<file path="config.mk">
export PLATFORM = sky130hd
export DESIGN_NAME = rs_bank
export DESIGN_NICKNAME = d
export VERILOG_FILES = /design/src/rtl/structs_pkg.sv /design/src/rtl/rs_operand_snoop.sv /design/src/rtl/rs_bank.sv
export SDC_FILE = /design/constraint.sdc
export NUM_CORES = 1
export LEC_CHECK = 0
export CAP_MARGIN = 25
export CORE_ASPECT_RATIO = 0.8
export CORE_UTILIZATION = 35
export DETAILED_ROUTE_END_ITERATION = 8
export PLACE_DENSITY = 0.63
export SETUP_SLACK_MARGIN = 0.5
export SKIP_LAST_GASP = 1
export SLEW_MARGIN = 20
export SYNTH_ARGS = -nofsm -noshare
export SYNTH_HDL_FRONTEND = slang
export SYNTH_SLANG_ARGS = --single-unit
</file>
<file path="constraint.sdc">
create_clock -name clk -period 4.9 [get_ports clk]
set_clock_uncertainty 0.05 [all_clocks]
set_input_delay 0.735 -clock clk [delete_from_list [all_inputs] [get_ports clk]]
set_output_delay 0.735 -clock clk [all_outputs]
set_load 0.1 [all_outputs]
</file>
<file path="src/rtl/structs_pkg.sv">
// Shared issue-stage types: scheduler view of an RS entry, branch/ALU encodings,
// and the internal reservation-station entry/operand records.
package structs_pkg;

  localparam int RS_ENTRIES = 4;
  localparam int ROB_TAG_W  = 4;

  localparam logic [3:0] ALU_ADD = 4'd0;
  localparam logic [3:0] ALU_SUB = 4'd1;
  localparam logic [3:0] ALU_AND = 4'd2;
  localparam logic [3:0] ALU_OR  = 4'd3;
  localparam logic [3:0] ALU_XOR = 4'd4;
  localparam logic [3:0] ALU_SLL = 4'd5;
  localparam logic [3:0] ALU_SRL = 4'd6;
  localparam logic [3:0] ALU_SLT = 4'd7;

  typedef enum logic [2:0] {
    NB   = 3'd0,
    BEQ  = 3'd1,
    BNE  = 3'd2,
    BLT  = 3'd3,
    BGE  = 3'd4,
    BLTU = 3'd5,
    BGEU = 3'd6,
    JMP  = 3'd7
  } branch_type_t;

  typedef struct packed {
    logic                 valid_operands;
    logic [3:0]           ALU_op;
    logic                 load;
    branch_type_t         branch_type;
    logic [ROB_TAG_W-1:0] ROB_entry;
    logic [31:0]          rs1;
    logic [31:0]          rs2;
  } rs_out_t;

  typedef struct packed {
    logic                 rdy;
    logic [ROB_TAG_W-1:0] tag;
    logic [31:0]          val;
  } rs_operand_t;

  // Control part of an entry; the two operands live in rs_operand_snoop instances.
  typedef struct packed {
    logic                 busy;
    logic [3:0]           ALU_op;
    logic                 load;
    branch_type_t         branch_type;
    logic [ROB_TAG_W-1:0] ROB_entry;
  } rs_entry_t;

endpackage

</file>
<file path="src/rtl/rs_operand_snoop.sv">
// One source operand of a reservation-station entry: holds rdy/tag/value, captures
// from the CDB while waiting, and bypasses a same-cycle broadcast at dispatch.
module rs_operand_snoop
  import structs_pkg::*;
#(
  parameter int NUM_CDB = 2
) (
  input  logic                               clk,
  input  logic                               reset,
  input  logic                               clear,
  input  logic                               load_en,
  input  logic                               capture_en,
  input  logic                               disp_rdy,
  input  logic [31:0]                        disp_val,
  input  logic [ROB_TAG_W-1:0]               disp_tag,
  input  logic [NUM_CDB-1:0]                 cdb_valid,
  input  logic [NUM_CDB-1:0][ROB_TAG_W-1:0]  cdb_tag,
  input  logic [NUM_CDB-1:0][31:0]           cdb_val,
  output logic                               rdy,
  output logic [31:0]                        val
);

  rs_operand_t op_q;
  logic        disp_hit;
  logic        snoop_hit;
  logic [31:0] disp_hit_val;
  logic [31:0] snoop_hit_val;

  // Scan from the top port down so the lowest matching port is the one that sticks.
  always_comb begin
    disp_hit      = 1'b0;
    disp_hit_val  = '0;
    snoop_hit     = 1'b0;
    snoop_hit_val = '0;
    for (int p = NUM_CDB - 1; p >= 0; p--) begin
      if (cdb_valid[p] && (cdb_tag[p] == disp_tag)) begin
        disp_hit     = 1'b1;
        disp_hit_val = cdb_val[p];
      end
      if (cdb_valid[p] && (cdb_tag[p] == op_q.tag)) begin
        snoop_hit     = 1'b1;
        snoop_hit_val = cdb_val[p];
      end
    end
  end

  always_ff @(posedge clk) begin
    if (reset || clear) begin
      op_q <= '0;
    end else if (load_en) begin
      op_q.rdy <= disp_rdy | disp_hit;
      op_q.tag <= disp_tag;
      op_q.val <= disp_rdy ? disp_val : disp_hit_val;
    end else if (capture_en && !op_q.rdy && snoop_hit) begin
      op_q.rdy <= 1'b1;
      op_q.val <= snoop_hit_val;
    end
  end

  assign rdy = op_q.rdy;
  assign val = op_q.val;

endmodule

</file>
<file path="src/rtl/rs_bank.sv">
// Four-entry reservation-station bank feeding the FU scheduler.
// Optional RS_PERF_CNT_EN adds full-stall and issue performance counters.
module rs_bank
  import structs_pkg::*;
#(
  parameter int NUM_CDB = 2,
  parameter int TAG_W   = 4
) (
  input  logic                           clk,
  input  logic                           reset,
  input  logic                           flush,
  input  logic                           disp_valid,
  output logic                           disp_ready,
  input  logic [3:0]                     disp_ALU_op,
  input  logic                           disp_load,
  input  branch_type_t                   disp_branch_type,
  input  logic [TAG_W-1:0]               disp_ROB_entry,
  input  logic                           disp_rs1_rdy,
  input  logic [31:0]                    disp_rs1_val,
  input  logic [TAG_W-1:0]               disp_rs1_tag,
  input  logic                           disp_rs2_rdy,
  input  logic [31:0]                    disp_rs2_val,
  input  logic [TAG_W-1:0]               disp_rs2_tag,
  input  logic [NUM_CDB-1:0]             cdb_valid,
  input  logic [NUM_CDB-1:0][TAG_W-1:0]  cdb_tag,
  input  logic [NUM_CDB-1:0][31:0]       cdb_val,
  input  logic [RS_ENTRIES-1:0]          consumed_bus,
  output rs_out_t [RS_ENTRIES-1:0]       rs_data
`ifdef RS_PERF_CNT_EN
  ,
  output logic [31:0]                    perf_full_stall,
  output logic [31:0]                    perf_issue
`endif
);

  rs_entry_t             ent_q [RS_ENTRIES];
  logic [RS_ENTRIES-1:0] busy;
  logic [RS_ENTRIES-1:0] alloc;
  logic [RS_ENTRIES-1:0] capture_en;
  logic [RS_ENTRIES-1:0] op1_rdy;
  logic [RS_ENTRIES-1:0] op2_rdy;
  logic [31:0]           op1_val [RS_ENTRIES];
  logic [31:0]           op2_val [RS_ENTRIES];

  // Allocation works off the pre-edge busy mask, so a slot freed this cycle waits one cycle.
  always_comb begin
    busy  = '0;
    alloc = '0;
    for (int i = 0; i < RS_ENTRIES; i++) begin
      busy[i] = ent_q[i].busy;
    end
    for (int i = RS_ENTRIES - 1; i >= 0; i--) begin
      if (!busy[i]) begin
        alloc    = '0;
        alloc[i] = disp_valid;
      end
    end
  end

  assign disp_ready = ~&busy;
  assign capture_en = busy & ~consumed_bus;

  always_ff @(posedge clk) begin
    if (reset || flush) begin
      for (int i = 0; i < RS_ENTRIES; i++) begin
        ent_q[i] <= '0;
      end
    end else begin
      for (int i = 0; i < RS_ENTRIES; i++) begin
        if (alloc[i]) begin
          ent_q[i] <= '{busy: 1'b1, ALU_op: disp_ALU_op, load: disp_load,
                        branch_type: disp_branch_type, ROB_entry: disp_ROB_entry};
        end else if (consumed_bus[i]) begin
          ent_q[i].busy <= 1'b0;
        end
      end
    end
  end

  for (genvar i = 0; i < RS_ENTRIES; i++) begin : g_entry
    rs_operand_snoop #(.NUM_CDB(NUM_CDB)) u_op1 (
      .clk        (clk),
      .reset      (reset),
      .clear      (flush),
      .load_en    (alloc[i]),
      .capture_en (capture_en[i]),
      .disp_rdy   (disp_rs1_rdy),
      .disp_val   (disp_rs1_val),
      .disp_tag   (disp_rs1_tag),
      .cdb_valid  (cdb_valid),
      .cdb_tag    (cdb_tag),
      .cdb_val    (cdb_val),
      .rdy        (op1_rdy[i]),
      .val        (op1_val[i])
    );

    rs_operand_snoop #(.NUM_CDB(NUM_CDB)) u_op2 (
      .clk        (clk),
      .reset      (reset),
      .clear      (flush),
      .load_en    (alloc[i]),
      .capture_en (capture_en[i]),
      .disp_rdy   (disp_rs2_rdy),
      .disp_val   (disp_rs2_val),
      .disp_tag   (disp_rs2_tag),
      .cdb_valid  (cdb_valid),
      .cdb_tag    (cdb_tag),
      .cdb_val    (cdb_val),
      .rdy        (op2_rdy[i]),
      .val        (op2_val[i])
    );

    assign rs_data[i] = '{valid_operands: busy[i] & op1_rdy[i] & op2_rdy[i],
                          ALU_op:         ent_q[i].ALU_op,
                          load:           ent_q[i].load,
                          branch_type:    ent_q[i].branch_type,
                          ROB_entry:      ent_q[i].ROB_entry,
                          rs1:            op1_val[i],
                          rs2:            op2_val[i]};
  end

`ifdef RS_PERF_CNT_EN
  // Counters survive flush so they reflect the whole run, not just the current path.
  always_ff @(posedge clk) begin
    if (reset) begin
      perf_full_stall <= '0;
      perf_issue      <= '0;
    end else begin
      if (disp_valid && !disp_ready) begin
        perf_full_stall <= perf_full_stall + 32'd1;
      end
      perf_issue <= perf_issue + 32'($countones(consumed_bus & busy));
    end
  end
`endif

endmodule

</file>
==> impl_metrics.env <==
export IMPL_status="completed"
export IMPL_synth_seq_cells=348
export IMPL_first_pass_iters=7
export IMPL_max_stage_delay_ns=0.83
export IMPL_period_minus_slack_ns=3.37
export IMPL_synth_edf_count=52
export IMPL_clockBufferDepth=3
export IMPL_synthesis_area_um2=23000
export IMPL_end_kind="flip-flop"
export IMPL_cp_required_ns=5.28
export IMPL_critical_path_top_delay_family="buffers and inverters"
export IMPL_ys_seq_area_share_pct=32.5
export IMPL_globalplace_congestion=0.941
export IMPL_max_slew_margin_pct=26.0
export IMPL_clk_pin_slew_ns=0.06
export IMPL_n_fill_cell=6260
export IMPL_initial_utilization_pct=35.6
export IMPL_crit_type="in2reg"
export IMPL_power_total_w=0.00771
export IMPL_track_usage_pct=31.1
export IMPL_drtAntennaViolNets=0
export IMPL_power_leakage_nw=9.10
export IMPL_postSynthAreaPerCell_um2=8.73
export IMPL_worstPathCellList="clkdlybuf4s50_1, xor2_1, nor3_2, buf_4, and2_2, buf_4, mux2i_1, o221ai_1"
export IMPL_wirelength_mm=109
export IMPL_die_area_um2=66800
export IMPL_dp_hpwl_mm=75.1
export IMPL_antenna_found_initial=6
export IMPL_tightest_slew_ns=1.11
export IMPL_synth_area_leader_cell="dfxtp_1"
export IMPL_htree_levels=2
export IMPL_min_from="g_entry[3].u_op2.val[4]"
export IMPL_cts_sinks=348
export IMPL_synth_top_flop_cell="dfxtp_1"
export IMPL_synthCells=2637
export IMPL_drt_iter0_drc=3422
export IMPL_fin_tns_setup_ns=0
export IMPL_startpoint="cdb_tag[3]"
export IMPL_syn_nets=2805
export IMPL_cts_resized=0
export IMPL_yosysMostFrequentCell="dfxtp_1"
export IMPL_register_area_um2=7490
export IMPL_drc=0
export IMPL_critPathBufInv=3
export IMPL_post_cts_setup_buffers=0
export IMPL_area_growth_pct=20.0
export IMPL_overflow=0
export IMPL_core_area_um2=64600
export IMPL_crit_slowest_cell="clkdlybuf4s50_1"
export IMPL_boundaryPins=477
export IMPL_synth_top_area_share_pct=25.7
export IMPL_synth_warnings=0
export IMPL_rsz0062_at_grt="no"
export IMPL_via_per_inst=6.50
export IMPL_hold_path_class="reg2reg"
export IMPL_clk_latency_ns=0.58
export IMPL_fmax_mhz=297
export IMPL_final_nets=2816
export IMPL_grt_pass1_vias=21800
export IMPL_critPathMaxFanout=19
export IMPL_setup_viol_count_final=0
export IMPL_r2r_start="ent_q[0][12]"
export IMPL_maxCapViolations=0
export IMPL_postCtsHoldBufs=0
export IMPL_grt_pass1_wl_mm=155
export IMPL_multi_input_area_um2=12000
export IMPL_tritoncts="built"
export IMPL_grt_max_degree=71
export IMPL_async_flop_share_pct=0
export IMPL_synth_cell_types=68
export IMPL_drive_above_1_share_pct=11.3
export IMPL_start_kind="input pin"
export IMPL_die_y_um=231
export IMPL_synth_top_cells_by_area="dfxtp_1, buf_4, edfxtp_1, o221ai_1, nand3_1"
export IMPL_die_x_um=289
export IMPL_cts_root_buffer_cell="clkbuf_16"
export IMPL_finalCritPeriodShare_pct=68.8
export IMPL_final_hold_violation_count=0
export IMPL_vdd_drop_max_v=0.000202
export IMPL_ys_top_cells_by_count="dfxtp_1, buf_4, nand3_1, clkbuf_1, o221ai_1"
export IMPL_cp_data_arrival_time_ns=3.75
export IMPL_cts_buffers=43
export IMPL_vias=23000
export IMPL_rows=83
export IMPL_maxSlewViolCount=0
export IMPL_powerDensity_nw_per_um2=279
export IMPL_path_common_cell="buf_4"
export IMPL_io_buffer_count=476
export IMPL_wire_per_inst_um=30.8
-- flip-flops by register name, summed over array words and instances, names as in the netlist --
| register | cells |
|---|---|
| g_entry.u_op1.rdy | 4 |
| g_entry.u_op1.op_q | 16 |
| g_entry.u_op2.op_q | 16 |
| g_entry.u_op2.rdy | 4 |
| g_entry.u_op2.val | 128 |
| ent_q | 52 |
| g_entry.u_op1.val | 128 |
-- per-layer routing --
layer	global-route usage, %	up-vias	wire length, um
met4	9.41	0	3390
li1	-	9780	-
met1	41.8	11200	43900
met2	46.0	1732	46200
met3	11.6	290	15300
met5	0	-	0
-- cells in the final DEF (no fill, tap or decap), drive strengths merged, types with 81 or more instances in the layout --
master	synthesis	final
o211ai	86	86
mux2i	101	101
o221ai	138	138
dfxtp	296	296
nand2	114	114
clkdlybuf4s50	0	471
o21ai	121	121
nand3	240	240
buf	383	89
a21oi	121	121
a211oi	81	81
-- stage by stage --
stage | worst slack [ns] | utilization, % | hold WS [ns] | instance area [um2] | cells
final | 1.53 | 42.8 | 0.429 | 27600 | 3537
after global routing | 1.41 | 42.8 | 0.446 | 27600 | 3534
after CTS | 1.54 | 42.6 | 0.432 | 27500 | 3527
after detailed placement | 0.987 | 40.5 | 0.415 | 26100 | 3450
after global placement | 1.07 | 40.4 | 0.403 | 26100 | 3447
after floorplan | 1.99 | - | 0.387 | 23000 | 2637
-- final timing paths --
path	end	slack [ns]	cells past startpoint
setup reg to reg	g_entry[1].u_op2.val[9]	1.94	7
setup / recovery	g_entry[1].u_op1.val[19]	1.53	8
hold / removal	g_entry[3].u_op2.val[4]	0.43	1
hold reg to reg	g_entry[3].u_op2.val[4]	0.43	1
-- power by group --
group / switching, W / internal [W]
clock network: 0.00135 / 0.00187
registers: 0.0000342 / 0.00295
logic: 0.00111 / 0.000397
total: 0.00249 / 0.00522
-- logic make-up (layout without fill, tap and decap cells) --
logic type | after synthesis | count (layout) | synth area share (%)
AND/OR/NAND/NOR | 582 | 582 | 13.6
multiplexers | 101 | 101 | 4.39
XOR/XNOR | 80 | 80 | 3.08
other | 0 | 7 | 0
AO/OA/AOI/OAI | 887 | 887 | 30.5
buffers and inverters | 639 | 682 | 15.9
flip-flops | 348 | 348 | 32.5
-- cell type report --
cell class / count / share of cell area, %
antenna: 7 / 0.0634
clock buffer: 62 / 4.66
clock inverter: 15 / 0.403
inverter: 45 / 0.611
multi-input combinational: 1650 / 43.3
sequential: 348 / 27.1
tap: 850 / 3.85
timing repair buffer: 560 / 20.0
Power figures use the tool's default switching activity.
